===== config.mk =====
export PLATFORM = sky130hd
export DESIGN_NAME = lc3b_mem_unit
export DESIGN_NICKNAME = d
export VERILOG_FILES = /design/src/rtl/lc3b_mem_unit.sv
export SDC_FILE = /design/constraint.sdc
export NUM_CORES = 1
export LEC_CHECK = 0
export BUFFER_PORTS_ARGS = -buffer_cell sky130_fd_sc_hd__buf_4
export CELL_PAD_IN_SITES_DETAIL_PLACEMENT = 0
export CELL_PAD_IN_SITES_GLOBAL_PLACEMENT = 2
export CORE_MARGIN = 1.5
export CORE_UTILIZATION = 30
export CTS_CLUSTER_SIZE = 12
export DETAILED_ROUTE_END_ITERATION = 12
export PLACE_DENSITY_LB_ADDON = 0.1
export REMOVE_ABC_BUFFERS = 1
export SLEW_MARGIN = 20
export SYNTH_ARGS = -nofsm -noshare
export SYNTH_HDL_FRONTEND = slang
export SYNTH_SLANG_ARGS = --single-unit

===== constraint.sdc =====
create_clock -name clk -period 4.9 [get_ports clk]
set_input_delay 1.47 -clock clk [delete_from_list [all_inputs] [get_ports clk]]
set_output_delay 1.47 -clock clk [all_outputs]
set_load 0.01 [all_outputs]

===== src/rtl/lc3b_mem_unit.sv =====
// lc3b_mem_unit: LC-3b load/store unit with byte-lane steering, sign extension and LDI/STI indirection.
// Optional feature: define LC3B_MEMU_TIMEOUT_EN to build a mem_resp watchdog of TIMEOUT_CYCLES cycles.
// Ports: clk, reset (async, active-high); req_valid/req_ready/req_op/req_addr/req_wdata request side;
// rsp_valid/rsp_rdata/rsp_err completion side; mem_read/mem_write/mem_address/mem_wdata/
// mem_byte_enable/mem_resp/mem_rdata unified memory port.
module lc3b_mem_unit #(
    parameter int unsigned TIMEOUT_CYCLES = 255
) (
    input  logic        clk,
    input  logic        reset,
    input  logic        req_valid,
    output logic        req_ready,
    input  logic [2:0]  req_op,
    input  logic [15:0] req_addr,
    input  logic [15:0] req_wdata,
    output logic        rsp_valid,
    output logic [15:0] rsp_rdata,
    output logic        rsp_err,
    output logic        mem_read,
    output logic        mem_write,
    output logic [15:0] mem_address,
    output logic [15:0] mem_wdata,
    output logic [1:0]  mem_byte_enable,
    input  logic        mem_resp,
    input  logic [15:0] mem_rdata
);
    typedef enum logic [1:0] {IDLE, PTR, ACC, RSP} state_t;
    state_t      state, state_n;
    logic [2:0]  op, op_n;
    logic [15:0] addr, wdata;
    logic        is_byte, is_wr, wr_n, tmo;
    logic [7:0]  lane;

    if (TIMEOUT_CYCLES < 1 || TIMEOUT_CYCLES > 255) begin : g_bad_timeout
        $error("lc3b_mem_unit: TIMEOUT_CYCLES must be 1..255");
    end

    // Strobes for the next state are computed from the incoming op while idle, else the latched op.
    assign op_n    = state == IDLE ? req_op : op;
    assign is_byte = op == 3'd1 || op == 3'd3;
    assign is_wr   = op == 3'd2 || op == 3'd3 || op == 3'd5;
    assign wr_n    = op_n == 3'd2 || op_n == 3'd3 || op_n == 3'd5;
    assign lane    = addr[0] ? mem_rdata[15:8] : mem_rdata[7:0];

    assign req_ready       = state == IDLE;
    assign rsp_valid       = state == RSP;
    assign mem_wdata       = wdata;
    assign mem_address     = (state != PTR && is_byte) ? addr : {addr[15:1], 1'b0};
    assign mem_byte_enable = !mem_write ? 2'b11 : !is_byte ? 2'b11 : addr[0] ? 2'b10 : 2'b01;

    always_comb begin
        state_n = state;
        case (state)
            IDLE:    state_n = !req_valid ? IDLE : (req_op == 3'd4 || req_op == 3'd5) ? PTR : ACC;
            PTR:     state_n = tmo ? RSP : mem_resp ? ACC : PTR;
            ACC:     state_n = (mem_resp || tmo) ? RSP : ACC;
            default: state_n = IDLE;
        endcase
    end

    always_ff @(posedge clk or posedge reset) begin
        if (reset) begin
            state     <= IDLE;
            op        <= '0;
            addr      <= '0;
            wdata     <= '0;
            rsp_rdata <= '0;
            mem_read  <= 1'b0;
            mem_write <= 1'b0;
        end else begin
            state     <= state_n;
            mem_read  <= state_n == PTR || (state_n == ACC && !wr_n);
            mem_write <= state_n == ACC && wr_n;
            if (state == IDLE && req_valid) begin
                op    <= req_op;
                addr  <= req_addr;
                // Byte stores are replicated on both lanes once at accept time.
                wdata <= req_op == 3'd3 ? {req_wdata[7:0], req_wdata[7:0]} : req_wdata;
            end
            if (state == PTR && mem_resp)
                addr <= {mem_rdata[15:1], 1'b0};
            if (state == ACC && mem_resp && !is_wr)
                rsp_rdata <= is_byte ? {{8{lane[7]}}, lane} : mem_rdata;
        end
    end

`ifdef LC3B_MEMU_TIMEOUT_EN
    logic [7:0] cnt;

    assign tmo = (state == PTR || state == ACC) && !mem_resp && cnt == 8'(TIMEOUT_CYCLES - 1);

    always_ff @(posedge clk or posedge reset) begin
        if (reset) begin
            cnt     <= '0;
            rsp_err <= 1'b0;
        end else begin
            // Staying in PTR/ACC means no mem_resp this cycle; any transition restarts the count.
            cnt <= (state_n == state && (state == PTR || state == ACC)) ? cnt + 8'd1 : '0;
            if (state == IDLE && req_valid)
                rsp_err <= 1'b0;
            else if (tmo)
                rsp_err <= 1'b1;
        end
    end
`else
    assign tmo     = 1'b0;
    assign rsp_err = 1'b0;
`endif
endmodule


==> results of run 1 <==
-- per-stage QoR --
step	utilization	hold slack [ns]	total power, W
floorplan	-	0.488	0.00135
global placement	0.404	0.463	0.00185
detailed placement	0.404	0.475	0.00186
CTS	0.416	0.502	0.00214
global route	0.416	0.531	0.00229
finish	0.416	0.494	0.00210
-- cells in the mapped netlist, types with 2 or more instances --
| cell type | number | area share |
|---|---|---|
| clkbuf_1 | 3 | 0.0043 |
| o21ai_0 | 10 | 0.019 |
| buf_4 | 17 | 0.049 |
| buf_2 | 6 | 0.012 |
| mux2i_1 | 18 | 0.069 |
| o22ai_1 | 16 | 0.039 |
| nand2_1 | 14 | 0.020 |
| nor2b_1 | 4 | 0.0096 |
| nand2b_1 | 2 | 0.0048 |
| dfrtp_1 | 55 | 0.53 |
| mux2_4 | 9 | 0.052 |
| inv_1 | 6 | 0.0087 |
| nor2_1 | 50 | 0.072 |
| nand3_1 | 2 | 0.0039 |
| mux2_2 | 2 | 0.0087 |
| a21oi_1 | 26 | 0.050 |
| buf_6 | 3 | 0.013 |
-- power breakdown --
part	switching [W]	internal [W]
sequential	0.000147	0.000680
clock	0.000145	0.000129
combinational	0.000489	0.000513
-- cells by family (layout without fill, tap and decap cells) --
| kind of cell | count (synthesis) | after routing | share of synthesized area |
|---|---|---|---|
| compound gates | 54 | 54 | 0.115 |
| buf+inv | 35 | 124 | 0.0867 |
| flops | 55 | 55 | 0.530 |
| mux | 29 | 29 | 0.130 |
| other cells | 1 | 1 | 0.00144 |
| simple gates | 80 | 80 | 0.138 |
-- cell usage in the layout (no fill, tap or decap), types with 5 or more instances in the layout --
| cell | n |
|---|---|
| o21ai_0 | 10 |
| mux2_4 | 9 |
| a21oi_1 | 26 |
| nor2_1 | 50 |
| o22ai_1 | 16 |
| clkbuf_8 | 7 |
| dfrtp_1 | 55 |
| buf_4 | 110 |
| inv_1 | 5 |
| mux2i_1 | 18 |
| nand2_1 | 14 |
-- final timing paths --
| path | start | end | slack [ns] |
|---|---|---|---|
| max | op[2]$_DFFE_PP0P_ | mem_address[0] | 1.43 |
| min | mem_wdata[9]$_DFFE_PP0P_ | mem_wdata[9]$_DFFE_PP0P_ | 0.49 |
| max reg2reg | state[0]$_DFF_PP0_ | addr[0]$_DFFE_PP0P_ | 2.97 |
| min reg2reg | mem_wdata[9]$_DFFE_PP0P_ | mem_wdata[9]$_DFFE_PP0P_ | 0.49 |
| max in group asynchronous | reset | op[1]$_DFFE_PP0P_ | 2.90 |
| min in group asynchronous | reset | mem_wdata[3]$_DFFE_PP0P_ | 1.18 |
-- registers in the layout, indices dropped and copies added, names as in the netlist --
register,cells
addr,16
mem_wdata,16
rsp_rdata,16
op,3
state,2
mem_read,1
mem_write,1
-- layer usage --
metal,global-route usage,up-vias,part of all wire
li1,-,1017,-
met1,0.195,978,0.43
met2,0.234,75,0.47
met3,0.0513,9,0.090
met4,0.0453,0,0.015
met5,0,-,0
-- worst max-delay path: stages, from the launching register on --
cell and delay [ns]:
dfrtp_1 0.42, nand2b_1 0.38, or2_2 0.57, a21oi_1 0.19, buf_4 0.14
-- area by class of cell --
cell class,count,area (um^2)
clock buffer,8,100
fill,873,4840
inverter,6,22.5
multi-input combinational,164,1000
sequential,55,1380
tap,105,131
timing repair buffer,110,826
==> results.md, run 1 <==
* Remaining DRCs at 0
* Critical Path Fanout Max at 10
* Design Area, Final at between 3000 and 4000 um^2
* Post-layout minimum cycle time at approximately 3.5 ns
* CTS Root Buffer Type: clkbuf_8
* Outcome: completed
* Final slew viol count at 0
* Setup TNS at 0 ns
* Post-Syn Area at around 2600 um^2
* Flops & latches, synth at 55
* GRT Resource Usage Total at 0.150
* Peak Freq at around 290 MHz
* Dpl hpwl at approximately 4600 um
* Setup WS post-layout at ~1.4 ns
* CTS Buffer Depth at 2
* Share of layout cells above drive strength 1 at 0.388
* Initial antenna violation count at 0
* Synth Instances at around 250
* PwrDens at 609 nW/um^2
* Worst setup SP type: flip-flop
* Setup bufs post-CTS at 0
* Sink Count at 55
* CP endpoint kind: output pin
* CORE AREA at 8300 um^2
* Data arrival time of the worst path at roughly 2 ns
* Yosys warnings at 0
* Max_slew headroom at 0.515
* Hold Crit Depth at 2
* Skew final at about 0.0074 ns
* Post-Layout Cell Count at roughly 450
* Total number of vias at slightly above 2,000
* Rows at 33
* CTS clk-pin slew, worst paths at approximately 0.09 ns
* Detail Route Antenna Nets at 0
* Die Ht at slightly below 100 um
* Worst EP required at ~3.4 ns
* Slew of the pin with the lowest slew margin at slightly above 0.7 ns
* WL/cell at around 15 um
* First-pass iteration count of the detailed router at 4
* Die W at between 90 and 100 um
* Async set or reset register ratio after synthesis at 1.00
* Area grow syn2layout at 33.0%
* # port buffers at around 110
* DRT iter0 DRCs at about 40
* FF-to-FF path depth at 3
* # IOs at 110
* H-tree depth at 2
* Full die area at 9230 um^2
* Post-CTS Hold Fix Bufs at 0
* First-pass GRT wire length at 10,400 um
* Vias in the first global route at 2,064
* Post-Syn Area per Cell at between 10 and 15 um^2
* # diodes at 0
* Synth Flop Type: dfrtp_1
* HP Class: reg -> reg
* Clk_lat worst skew at about 0.31 ns
* NumNets Final at approximately 400
* Overflow after GRT at 0
* Final-report hold violation count at 0
* CTS tree: done
* Initial Util at 0.313
* Fin crit share at 0.709
* Post-synth EDFFs at 0
* RSZ-0062 raised after global routing: false
* Final setup violation count at 0
* Post-Place Cells at between 400 and 500
* Register area share after synthesis at 0.530
* LEAKAGE at 1.74 nW
* CTS resizes at 0
* MaxCap Viol Count at 0
* Kind of critical path: reg -> out
* WL final at between 6000 and 7000 um
* Worst vdd ir at approximately 0.20 mV
* Cell variety after synth at 28
* CTS buffer count at 5
* Vias/cell at 4.64
* Largest net degree at the start of global routing at 44
* Place WS at between 1 and 1.5 ns
* Post-DP Area at ~3400 um^2
* Routability congestion estimate at roughly 0.8
(Power assumes the default switching activity.)
==> run 2, diff against run 1 <==
--- a/config.mk
+++ b/config.mk
@@ -5,11 +5,12 @@
 export SDC_FILE = /design/constraint.sdc
 export NUM_CORES = 1
 export LEC_CHECK = 0
+export ABC_AREA = 1
 export BUFFER_PORTS_ARGS = -buffer_cell sky130_fd_sc_hd__buf_4
 export CELL_PAD_IN_SITES_DETAIL_PLACEMENT = 0
 export CELL_PAD_IN_SITES_GLOBAL_PLACEMENT = 2
 export CORE_MARGIN = 1.5
-export CORE_UTILIZATION = 30
+export CORE_UTILIZATION = 26
 export CTS_CLUSTER_SIZE = 12
 export DETAILED_ROUTE_END_ITERATION = 12
 export PLACE_DENSITY_LB_ADDON = 0.1
==> constraint.sdc (replaced) <==
create_clock -name clk -period 3.3 [get_ports clk]
set_input_delay 0.99 -clock clk [delete_from_list [all_inputs] [get_ports clk]]
set_output_delay 0.99 -clock clk [all_outputs]
set_load 0.01 [all_outputs]
==> run 2 against run 1 <==
Worst setup slack got worse by 0.70 ns. Sequential share of layout area fell by 1.6 points. Die area is 18% higher. Largest power group unchanged. Critical endpoint unchanged. Non-clock buffer count unchanged. Largest cell class unchanged. Routed wire length increased by 16%.
==> results.md, run 2 <==
* Initial Util at 0.271 (-0.0417)
* Critical Path Fanout Max at 15 (+5)
* Most common cell after layout, fill and taps aside: nand2_1
* Synth Instances at 336 (+32%)
* RSZ-0062 raised after global routing: false
* Reg-to-reg startpoint: state[0]$_DFF_PP0_
* Final setup violation count at 0 (unchanged)
* Share of layout cells above drive strength 1 at 0.300 (-0.0873)
* Worst vdd ir at 0.269 mV (+35%)
* Initial antenna violation count at 0 (unchanged)
* Largest net degree at the start of global routing at 45 (+2.3%)
* CTS resizes at 0 (unchanged)
* Total number of vias at 2,407 (+16%)
* Yosys warnings at 0 (unchanged)
* Rows at 36 (+9.1%)
* LEAKAGE at 1.94 nW (+11%)
* Cell variety after synth at 22 (-21%)
* Max_slew headroom at 0.578 (+0.0636)
* Place WS at 1.03 ns (-0.472 ns)
* Post-layout minimum cycle time at roughly 2.6 ns
* Ranking of synthesized cells by area: dfrtp_1 51%, nand2_1 16%, o21ai_0 5.8%, buf_4 5.0%, nor2_1 4.8%
* CTS Buffer Depth at 2 (unchanged)
* Flops & latches, synth at 55 (unchanged)
* Synth cell count leaders: 115 x nand2_1, 55 x dfrtp_1, 34 x nor2_1, 31 x o21ai_0, 29 x inv_1
* Routability congestion estimate at 0.732 (-6.3%)
* Remaining DRCs at 0 (unchanged)
* # IOs at 110 (unchanged)
* Sink Count at 55 (unchanged)
* Full die area at 10,900 um^2 (+18%)
* Post-synth EDFFs at 0 (unchanged)
* CTS tree: done
* Fill cells at 1,086 (+24%)
* Setup WS post-layout at 0.729 ns (-0.696 ns)
* Synth Flop Type: dfrtp_1
* CP endpoint kind: output pin
* DRT iter0 DRCs at 65 (+59%)
* MaxCap Viol Count at 0 (unchanged)
* Hold path startpoint: rsp_rdata[8]$_DFFE_PP0P_
* Async set or reset register ratio after synthesis at 1.00 (unchanged)
* HP Class: reg -> reg
* Final-report hold violation count at 0 (unchanged)
* Outcome: completed
* Worst setup startpoint: op[2]$_DFFE_PP0P_
* WL final at 7670 um (+16%)
* Final slew viol count at 0 (unchanged)
* Vias in the first global route at 2,463 (+19%)
* Peak Freq at approximately 390 MHz
* Kind of critical path: reg -> out
* CTS Root Buffer Type: clkbuf_8
* Area leader, netlist: dfrtp_1
* Data arrival time of the worst path at 1.58 ns (-0.42 ns)
* Fin crit share at 0.779
* Skew final at 0.00509 ns (-0.00229 ns)
* NumNets Final at 480 (+21%)
* Setup TNS at 0 ns (unchanged)
* Worst EP required at 2.31 ns (-1.12 ns)
* # diodes at 0 (unchanged)
* Overflow after GRT at 0 (unchanged)
* First-pass GRT wire length at 12,800 um (+23%)
* Post-Syn Area at 2680 um^2 (+3.0%)
* Clk_lat worst skew at 0.31 ns (about the same)
* First-pass iteration count of the detailed router at 4 (unchanged)
* Setup bufs post-CTS at 0 (unchanged)
* Post-Syn Area per Cell at 7.97 um^2 (-22%)
* Vias/cell at 4.31 (-7.2%)
* Slew of the pin with the lowest slew margin at 0.632 ns (-0.0941 ns)
* CORE AREA at 9860 um^2 (+19%)
* Post-CTS Hold Fix Bufs at 0 (unchanged)
* CTS buffer count at 5 (unchanged)
* Dpl hpwl at 5400 um (+16%)
* Worst setup SP type: flip-flop
* Detail Route Antenna Nets at 0 (unchanged)
* PwrDens at 872 nW/um^2 (+43%)
* Synth top area share at 0.514 (-0.0156)
* Most common cell in the netlist: nand2_1
* CTS clk-pin slew, worst paths at 0.10 ns (about the same)
* Commonest cells after routing, fill and taps aside: 115 x nand2_1, 109 x buf_4, 55 x dfrtp_1, 34 x nor2_1, 31 x o21ai_0
* GRT Resource Usage Total at 0.146 (-0.00319)
* H-tree depth at 2 (unchanged)
* WL/cell at 13.7 um (-7.1%)
* Die W at 104 um (+8.8%)
* Die Ht at 104 um (+8.8%)
* Register area share after synthesis at 0.514 (-0.0156)
* # port buffers at 108 (unchanged)
* Area grow syn2layout at 34.6%
[run 2: cell count changes after synthesis, sizes merged, moves of 2 or more]
| cell | delta |
|---|---|
| mux2 | -11 |
| nor2 | -13 |
| nand3 | +11 |
| mux2i | -18 |
| nand2 | +102 |
| nand2b | -2 |
| o21ai | +25 |
| a21oi | -23 |
| nor2b | -4 |
| inv | +25 |
[run 2: critical path, stage by stage (launching register included)]
cell and delay, ns:
dfrtp_1 0.44, nor2_2 0.13, nand2_1 0.32, a21oi_1 0.24, buf_4 0.15
[run 2: layer usage]
layer  vias to the layer above  part of all wire  GRT usage
li1                       1212                 -          -
met4                         0            0.0039     0.0298
met5                         -                 0          0
met1                      1118              0.47      0.192
met2                        75              0.47      0.242
met3                         2             0.063     0.0388
[run 2: logic make-up (layout without fill, tap and decap cells)]
logic type / Yosys count / count (layout) / share of synthesized area
flip-flops: 55 / 55 / 0.514
buffers and inverters: 59 / 149 / 0.117
AND/OR/NAND/NOR: 168 / 168 / 0.261
AO/OA/AOI/OAI: 53 / 53 / 0.106
other: 1 / 1 / 0.00140
[run 2: worst paths after layout]
| check | to | slack, ns | cells after the start |
|---|---|---|---|
| setup reg to reg | op[0]$_DFFE_PP0P_ | 1.56 | 5 |
| min in group asynchronous | mem_wdata[3]$_DFFE_PP0P_ | 0.75 | 2 |
| hold / removal | rsp_rdata[8]$_DFFE_PP0P_ | 0.49 | 2 |
| setup / recovery | mem_address[0] | 0.73 | 4 |
| max in group asynchronous | addr[13]$_DFFE_PP0P_ | 1.95 | 3 |
| hold reg to reg | rsp_rdata[8]$_DFFE_PP0P_ | 0.49 | 2 |
[run 2: power by group]
group	internal (W)	leakage, nW	switching, W	total, W
clock	0.000246	0.0612	0.000231	0.000477
combinational	0.000662	1.22	0.000811	0.00147
sequential	0.000990	0.665	0.000203	0.00119
[run 2: per-stage QoR]
stage               instances  area (um^2)  total power (W)  hold slack (ns)   util
floorplan                 308         2480          0.00195            0.475      -
global placement          551         3490          0.00270            0.465  0.354
detailed placement        551         3490          0.00271            0.469  0.354
CTS                       559         3600          0.00321            0.497  0.365
global route              559         3600          0.00343            0.506  0.365
finish                    559         3600          0.00314            0.488  0.365
[run 2: cell type report]
type | count | area (um^2) | share of cell area
clock buffer | 6 | 82.6 | 0.0229
clock inverter | 2 | 35.0 | 0.00972
inverter | 31 | 119 | 0.0330
multi-input combinational | 222 | 987 | 0.274
sequential | 55 | 1380 | 0.382
tap | 133 | 166 | 0.0462
timing repair buffer | 110 | 838 | 0.233
